<file path="config.mk">
export PLATFORM = sky130hd
export DESIGN_NAME = alu_multdiv_seq
export DESIGN_NICKNAME = d
export VERILOG_FILES = /design/src/rtl/alu_multdiv_seq.sv
export SDC_FILE = /design/constraint.sdc
export NUM_CORES = 1
export LEC_CHECK = 0
export CAP_MARGIN = 10
export CORE_MARGIN = 1
export CORE_UTILIZATION = 35
export CTS_CLUSTER_SIZE = 28
export DETAILED_ROUTE_END_ITERATION = 6
export GPL_ROUTABILITY_DRIVEN = 0
export PLACE_DENSITY_LB_ADDON = 0.15
export SETUP_SLACK_MARGIN = 0.15
export SLEW_MARGIN = 20
export SYNTH_ARGS = -nofsm -noshare
export SYNTH_HDL_FRONTEND = slang
export SYNTH_SLANG_ARGS = --single-unit
export TNS_END_PERCENT = 5
</file>
<file path="constraint.sdc">
create_clock -name clock -period 11.5 [get_ports clock]
set_clock_uncertainty 0.05 [all_clocks]
set_input_delay 2.3 -clock clock [delete_from_list [all_inputs] [get_ports clock]]
set_output_delay 2.3 -clock clock [all_outputs]
set_load 0.02 [all_outputs]
</file>
<file path="src/rtl/alu_multdiv_seq.sv">
// alu_multdiv_seq: multi-cycle signed multiply / divide sequencer.
// Runs 32 iterations of shift-add (multiply) or restoring shift-subtract
// (divide) on operand magnitudes, then applies the sign fixup.
// Optional build macro MULTDIV_REMAINDER_EN adds the data_remainder output.
module alu_multdiv_seq #(
  parameter int ITER = 32
) (
  input  logic        clock,
  input  logic        reset_n,
  input  logic [31:0] data_operandA,
  input  logic [31:0] data_operandB,
  input  logic        ctrl_MULT,
  input  logic        ctrl_DIV,
  output logic [31:0] data_result,
  output logic        data_exception,
  output logic        data_resultRDY,
  output logic        busy
`ifdef MULTDIV_REMAINDER_EN
  ,
  output logic [31:0] data_remainder
`endif
);

  localparam int CW = $clog2(ITER);

  typedef enum logic [1:0] {S_IDLE, S_MUL, S_DIV, S_DONE} state_t;

  state_t          r_state;
  state_t          w_state_nx;
  logic [CW-1:0]   r_cnt;
  logic [31:0]     r_a;        // |A|: multiplicand
  logic [31:0]     r_b;        // |B|: divisor
  logic [31:0]     r_hi;       // accumulator high word / remainder
  logic [31:0]     r_lo;       // multiplier / quotient
  logic            r_sign;     // A[31]^B[31]
  logic [31:0]     r_result;
  logic            r_exc;
`ifdef MULTDIV_REMAINDER_EN
  logic            r_dsign;    // dividend sign
  logic [31:0]     r_rem;
  logic [31:0]     w_rem_fix;
`endif

  logic            w_start_mul;
  logic            w_start_div;
  logic            w_last;
  logic [31:0]     w_abs_a;
  logic [31:0]     w_abs_b;
  logic [32:0]     w_sum33;
  logic [32:0]     w_rem33;
  logic [32:0]     w_diff33;
  logic [31:0]     w_hi_nx;
  logic [31:0]     w_lo_nx;
  logic [63:0]     w_prod;
  logic [31:0]     w_quo;
  logic            w_mul_exc;
  logic            w_div_exc;

  assign w_start_mul = ctrl_MULT & ~ctrl_DIV;
  assign w_start_div = ctrl_DIV & ~ctrl_MULT;
  assign w_last      = (r_cnt == CW'(ITER - 1));
  assign w_abs_a     = data_operandA[31] ? (~data_operandA + 32'd1) : data_operandA;
  assign w_abs_b     = data_operandB[31] ? (~data_operandB + 32'd1) : data_operandB;

  assign data_result    = r_result;
  assign data_exception = r_exc;
  assign data_resultRDY = (r_state == S_DONE);
  assign busy           = (r_state == S_MUL) || (r_state == S_DIV);
`ifdef MULTDIV_REMAINDER_EN
  assign data_remainder = r_rem;
`endif

  // State register
  always_ff @(posedge clock or negedge reset_n) begin
    if (!reset_n) r_state <= S_IDLE;
    else          r_state <= w_state_nx;
  end

  // Next-state logic; starts are only honoured in IDLE
  always_comb begin
    w_state_nx = r_state;
    case (r_state)
      S_IDLE: begin
        if (w_start_mul)      w_state_nx = S_MUL;
        else if (w_start_div) w_state_nx = (data_operandB == '0) ? S_DONE : S_DIV;
      end
      S_MUL:   if (w_last) w_state_nx = S_DONE;
      S_DIV:   if (w_last) w_state_nx = S_DONE;
      S_DONE:  w_state_nx = S_IDLE;
      default: w_state_nx = S_IDLE;
    endcase
  end

  // One iteration of the 33-bit add/sub datapath plus final sign fixup.
  // The fixup is taken from the last iteration's value so the result is
  // already registered during the ready cycle.
  always_comb begin
    w_sum33  = {1'b0, r_hi} + (r_lo[0] ? {1'b0, r_a} : 33'd0);
    w_rem33  = {r_hi, r_lo[31]};
    w_diff33 = w_rem33 - {1'b0, r_b};
    w_hi_nx  = w_sum33[32:1];
    w_lo_nx  = {w_sum33[0], r_lo[31:1]};
    if (r_state == S_DIV) begin
      if (!w_diff33[32]) begin
        w_hi_nx = w_diff33[31:0];
        w_lo_nx = {r_lo[30:0], 1'b1};
      end else begin
        w_hi_nx = w_rem33[31:0];
        w_lo_nx = {r_lo[30:0], 1'b0};
      end
    end
    w_prod    = r_sign ? (~{w_hi_nx, w_lo_nx} + 64'd1) : {w_hi_nx, w_lo_nx};
    w_mul_exc = (w_prod[63:32] != {32{w_prod[31]}});
    w_quo     = r_sign ? (~w_lo_nx + 32'd1) : w_lo_nx;
    w_div_exc = ~r_sign & w_lo_nx[31];
`ifdef MULTDIV_REMAINDER_EN
    w_rem_fix = r_dsign ? (~w_hi_nx + 32'd1) : w_hi_nx;
`endif
  end

  // Operand latch, iteration registers and held result
  always_ff @(posedge clock or negedge reset_n) begin
    if (!reset_n) begin
      r_cnt    <= '0;
      r_a      <= '0;
      r_b      <= '0;
      r_hi     <= '0;
      r_lo     <= '0;
      r_sign   <= 1'b0;
      r_result <= '0;
      r_exc    <= 1'b0;
`ifdef MULTDIV_REMAINDER_EN
      r_dsign  <= 1'b0;
      r_rem    <= '0;
`endif
    end else begin
      case (r_state)
        S_IDLE: begin
          if (w_start_mul || w_start_div) begin
            r_cnt  <= '0;
            r_a    <= w_abs_a;
            r_b    <= w_abs_b;
            r_hi   <= '0;
            r_lo   <= w_start_mul ? w_abs_b : w_abs_a;
            r_sign <= data_operandA[31] ^ data_operandB[31];
`ifdef MULTDIV_REMAINDER_EN
            r_dsign <= data_operandA[31];
`endif
            if (w_start_div && (data_operandB == '0)) begin
              r_result <= '0;
              r_exc    <= 1'b1;
`ifdef MULTDIV_REMAINDER_EN
              r_rem    <= data_operandA;
`endif
            end
          end
        end
        S_MUL, S_DIV: begin
          r_hi  <= w_hi_nx;
          r_lo  <= w_lo_nx;
          r_cnt <= r_cnt + 1'b1;
          if (w_last) begin
            if (r_state == S_MUL) begin
              r_result <= w_prod[31:0];
              r_exc    <= w_mul_exc;
`ifdef MULTDIV_REMAINDER_EN
              r_rem    <= '0;
`endif
            end else begin
              r_result <= w_quo;
              r_exc    <= w_div_exc;
`ifdef MULTDIV_REMAINDER_EN
              r_rem    <= w_rem_fix;
`endif
            end
          end
        end
        default: ;
      endcase
    end
  end

endmodule
</file>
==> run_results.csv, run 1 <==
group,metric,value,unit
placement,post-place-cells,2595,
sta,slew_violations,0,
yosys,ys.flop_type,"dfrtp_1",
yosys,synth_common_cells,"nand2_1 (274), o21ai_0 (198), dfrtp_1 (169)",
yosys,yosysMostFrequentCell,"nand2_1",
routing,drc,0,
power_and_ir_drop,power_leakage,7.34,nW
yosys,synth_cells,1988,
worst_setup_path,path_max_fanout,34,
floorplan,num_rows,77,
sta,fin_crit_sh,62.8,%
cts,clkTransAtPathRegs,0.07,ns
power_and_ir_drop,powerDensity,352,nW/um^2
floorplan,coreArea,44100,um^2
grt,grt_max_degree,113,
placement,io_buffers,102,
sta,rsz0062_at_grt,"false",
status,outcome,"complete, no violations",
floorplan,start_util,35.5,%
sta,finalSetupTns,0,ns
yosys,synth_edf_count,0,
yosys,synth_top_area_cell,"dfrtp_1",
yosys,synth_cell_type_count,97,
cells_and_area,syn_to_final_growth,13.9,%
floorplan,io_pins,103,
grt,grt_antenna_before_repair,1,
yosys,syn-num-nets,2134,
cts,root_buffer,"clkbuf_16",
worst_setup_path,critPathLaunchType,"input port",
cts,clock-sinks,169,
grt,grt_pass1_wl,89900,um
yosys,ys_ff_latch,169,
cts,clk_latency,0.48,ns
cells_and_area,nets,2169,
sta,relSlewSlack,29.2,%
sta,setup_viol,0,
cells_and_area,antenna_cells,0,
worst_setup_path,path_delay_family,"simple AND/OR/NAND/NOR gates",
floorplan,chipHeight,213,um
worst_setup_path,worst_ep_required_time,11.80,ns
cells_and_area,stdcell_count,2628,
cts,cts_resized,0,
grt,first_global_vias,14500,
yosys,synthTopCellsByArea,"dfrtp_1 (27%), nand2_1 (6.6%), o21ai_0 (6.3%)",
routing,ant_nets,0,
worst_setup_path,critical_path_buf_inv_count,2,
worst_setup_path,cp_slowest_stage_delay,0.76,ns
cts,cts_buffers,17,
cells_and_area,fin_area,17800,um^2
yosys,syn_area,15700,um^2
grt,grtUsageTotal,26.3,%
placement,dp_hpwl,45600,um
sta,worst_pin_slew,1.06,ns
cells_and_area,drive_above_1_share,6.58,%
yosys,postSynthAreaPerCell,7.87,um^2
grt,gr-total-overflow,0,
floorplan,die-width,213,um
cells_and_area,post-route-util,40.4,%
worst_setup_path,cp_slowest_cell,"nor4bb_1",
sta,hold_ws,0.430,ns
routing,post_drt_via_cell_ratio,5.87,
floorplan,die_area,45600,um^2
routing,wl_per_cell,22.4,um
routing,drtIter0Drc,1433,
worst_setup_path,path_cells,"clkdlybuf4s50_1 -> or4_1 -> or4_1 -> or3_1 -> nor2_1 -> nand3_1 -> nor4bb_1 -> o211ai_1 -> buf_4 -> nor2_1 -> o221ai_1 -> nor4_1 -> nand4_1 -> a2111o_1 -> nand4b_1 -> nor4_1 -> a21oi_1",
power_and_ir_drop,ir_worst_vdd,0.195,mV
cts,cts_hold_buf,0,
hold_path,min_path_type,"reg2reg",
cts,post-cts-setup-buffers,0,
cts,htreeDepth,4,
yosys,async_flop_share,100,%
sta,fmax,138,MHz
yosys,ys_seq_area_share,27.0,%
worst_setup_path,arrival,7.52,ns
yosys,ys_warn_count,0,
routing,vias,15400,
sta,hold_violations,0,
routing,totalWireLength,58700,um
worst_setup_path,crit_type,"in2reg",
sta,min_period,7.23,ns
placement,placed_area,17200,um^2
job,maxCapViolations,0,
cts,clock_path_buffers,2,
cts,cts_tree,"built",
yosys,synth_top_area_share,27.0,%
worst_setup_path,end_kind,"flop",
cells_and_area,nFillCells,4636,
routing,drt-pass1-iter-count,5,
-- stage by stage --
step | setup slack [ns] | total power [mW]
finish | 4.27 | 6.27
global route | 3.94 | 6.75
CTS | 4.23 | 6.21
detailed placement | 3.73 | 5.54
global placement | 3.84 | 5.49
floorplan | 5.17 | 4.26
-- placed cells by master (no fill, tap or decap), types with 53 or more instances in the layout --
cell             count
o21ai_0            198
a21oi_1            132
clkdlybuf4s50_1    101
ha_1                75
nor2_1             109
mux2i_1             53
inv_1               75
xor2_1              72
xnor2_1             78
dfrtp_1            168
nand2_1            274
-- final cells by class --
class | instances | area, um^2 | area share [%]
Sequential cell | 169 | 4230 | 23.7
Timing Repair Buffer | 126 | 1220 | 6.85
Clock inverter | 11 | 159 | 0.891
Clock buffer | 21 | 480 | 2.69
Inverter | 77 | 289 | 1.62
Tap cell | 592 | 741 | 4.15
Multi-Input combinational cell | 1632 | 10700 | 60.1
-- power by group --
group	internal (mW)	total, mW	switching [mW]
Sequential	0.824	1.04	0.220
Clock	0.368	0.645	0.276
Combinational	1.64	4.58	2.94
Total	2.84	6.27	3.44
-- tightest hold or removal path: stages (launching register included) --
cell and delay (ns):
dfrtp_1 0.34, nand2_1 0.04, o21ai_0 0.06
-- state kept, by name (all words and copies together), names as in the netlist --
register,flops
data_exception,1
r_state,2
r_hi,32
r_cnt,5
r_a,32
r_lo,32
r_sign,1
data_result,32
r_b,32
-- per-layer routing --
layer  global-route usage [%]  routed length (um)  up-vias
met5                        0                   0        -
met1                     36.1               26800     7477
met2                     42.0               26900      526
li1                         -                   -     7346
met4                     10.7                2190        0
met3                     2.90                2880       88
-- path summary, 6_finish.rpt --
path                                       start              end  slack [ns]  depth (start not counted)
worst max-delay path            data_operandB[8]   data_exception        4.27                         17
worst max register to register          r_hi[16]   data_exception        4.60                         21
min in group asynchronous                reset_n  data_result[18]        1.74                          1
worst min-delay path                     r_a[28]          r_a[28]        0.43                          2
worst min register to register           r_a[28]          r_a[28]        0.43                          2
max in group asynchronous                reset_n          r_b[13]        8.28                          2
-- kinds of logic after synthesis --
| family | count (synthesis) | synth area share (%) |
|---|---|---|
| compound gates | 650 | 26.8 |
| xor+xnor | 150 | 8.39 |
| fa+ha+maj | 78 | 6.33 |
| buf+inv | 187 | 4.80 |
| flops | 169 | 27.0 |
| mux | 85 | 5.69 |
| simple gates | 669 | 20.9 |
No activity file was read; power rests on OpenSTA's default activity.
==> run 2, diff against run 1 <==
clock period = 7.5 ns   (was 11.5 ns; I/O delays follow)
==> run 2 against run 1 <==
Final area is 0.52% lower. Worst hold slack worse by 0.00051 ns. Count of clock-buffer cells in the layout is 4 lower. Via count is 0.14% higher. First-iteration DRC count is 8.3% higher. Non-clock buffer count is 1 lower.
==> run_results.csv, run 2 (synthesized netlist as in run 1, its figures left out) <==
group,metric,value,unit
placement,dp_hpwl,45900,um
cts,clock-sinks,169,
worst_setup_path,arrival,6.96,ns
sta,setup_viol,0,
cells_and_area,final_common_cell,"nand2_1",
power_and_ir_drop,internal_power,4.22,mW
cells_and_area,syn_to_final_growth,13.4,%
cts,post-cts-setup-buffers,0,
sta,hold_violations,0,
grt,grt_antenna_before_repair,1,
power_and_ir_drop,seqPwrFrac,16.8,%
worst_setup_path,r2r_cells,21,
floorplan,die-width,213,um
routing,drtIter0Drc,1552,
cts,cts_buffers,17,
sta,min_period,6.62,ns
worst_setup_path,path_max_fanout,13,
worst_setup_path,crit_type,"reg2reg",
cells_and_area,final_cell_mix,"nand2_1 (274), o21ai_0 (198), dfrtp_1 (168), a21oi_1 (132), nor2_1 (109)",
placement,io_buffers,102,
routing,drt-pass1-iter-count,6,
power_and_ir_drop,sw_frac_of_total,56.1,%
routing,top_layer_used,"met4",
routing,wl_per_cell,22.6,um
floorplan,chipHeight,213,um
grt,grt_pass1_wl,89700,um
cells_and_area,post-route-util,40.2,%
hold_path,hold_path_depth,2,
cells_and_area,nets,2168,
power_and_ir_drop,p_switching,5.38,mW
grt,grt_max_degree,92,
routing,drc,0,
cts,clock_path_buffers,2,
worst_setup_path,end_kind,"flop",
cts,clk_latency,0.52,ns
floorplan,die_area,45600,um^2
floorplan,num_rows,77,
routing,post_drt_via_cell_ratio,5.88,
hold_path,min_path_type,"reg2reg",
floorplan,start_util,35.5,%
cts,cts_tree,"built",
routing,ant_nets,0,
grt,gr-total-overflow,0,
sta,relSlewSlack,30.5,%
sta,fin_crit_sh,88.2,%
routing,route.met2.wl,26700,um
cts,root_buffer,"clkbuf_16",
power_and_ir_drop,ir_worst_vdd,0.260,mV
worst_setup_path,critPathLaunchType,"flop",
power_and_ir_drop,power_leakage,7.30,nW
floorplan,io_pins,103,
job,maxCapViolations,0,
power_and_ir_drop,finalPower,9.60,mW
routing,wl_met3,3360,um
cells_and_area,drive_above_1_share,6.54,%
cts,htreeDepth,4,
sta,fmax,151,MHz
sta,worst_pin_slew,1.04,ns
floorplan,coreArea,44100,um^2
power_and_ir_drop,powerDensity,541,nW/um^2
routing,routedLengthMet1,26800,um
power_and_ir_drop,p_comb_share,73.7,%
power_and_ir_drop,pwr-share-clk,9.5,%
routing,vias,15500,
grt,first_global_vias,14500,
grt,grtUsageTotal,26.5,%
cts,cts_hold_buf,0,
cts,clkTransAtPathRegs,0.08,ns
status,outcome,"complete, no violations",
sta,rsz0062_at_grt,"false",
sta,hold_ws,0.430,ns
cts,cts_resized,0,
sta,finalSetupTns,0,ns
worst_setup_path,worst_ep_required_time,7.84,ns
sta,slew_violations,0,
routing,totalWireLength,59300,um
run 2: critical path: stages (launching register included):
cell and delay (ns):
dfrtp_1 0.46, ha_1 0.47, a21oi_1 0.32, o21ai_1 0.20, a22o_1 0.26, or3_4 0.37, o211a_2 0.32, a21oi_1 0.33
ha_1 0.27, o2111a_1 0.24, nand4_1 0.49, or3_1 0.58, or3_1 0.38, o21ai_1 0.18, xor2_1 0.26, nor2_1 0.08
nor4_1 0.22, nand4_1 0.13, a2111o_1 0.41, nand4b_1 0.19, nor4_1 0.19, a21oi_1 0.10
run 2: final cells by class:
class / count / area, um^2
antenna: 2 / 5.00
tap: 592 / 741
timing repair buffer: 125 / 1190
multi-input combinational: 1632 / 10700
inverter: 77 / 289
sequential: 169 / 4230
fill: 4617 / 26400
clock inverter: 15 / 151
clock buffer: 17 / 425
run 2: worst paths after layout:
check	start	endpoint	slack, ns
worst min register to register	data_result[21]	data_result[21]	0.43
min in group asynchronous	reset_n	r_lo[30]	0.89
worst max register to register	r_hi[16]	data_exception	0.88
worst max-delay path	r_hi[16]	data_exception	0.88
max in group asynchronous	reset_n	r_sign	5.10
worst min-delay path	data_result[21]	data_result[21]	0.43
run 2: metal layers:
metal  vias up  track usage, %
met5         -               0
met4         0            11.8
met3        92            4.91
met2       538            41.0
met1      7477            35.9
li1       7351               -
run 2: through the flow:
step / instances / setup slack [ns] / area, um^2
detailed placement: 2595 / 0.872 / 17200
global route: 2627 / 0.524 / 17700
finish: 2629 / 0.885 / 17700
global placement: 2595 / 0.896 / 17200
CTS: 2627 / 0.931 / 17700
floorplan: 1988 / 1.17 / 15700
run 2: power by group through the flow:
stage                     sequential, mW  combinational [mW]  clock [mW]
after floorplan                     1.47                5.06           0
after global placement              1.61                6.89           0
after detailed placement            1.62                6.93           0
after CTS                           1.61                6.96       0.942
after global routing                1.66                7.67       0.975
final                               1.61                7.07       0.916
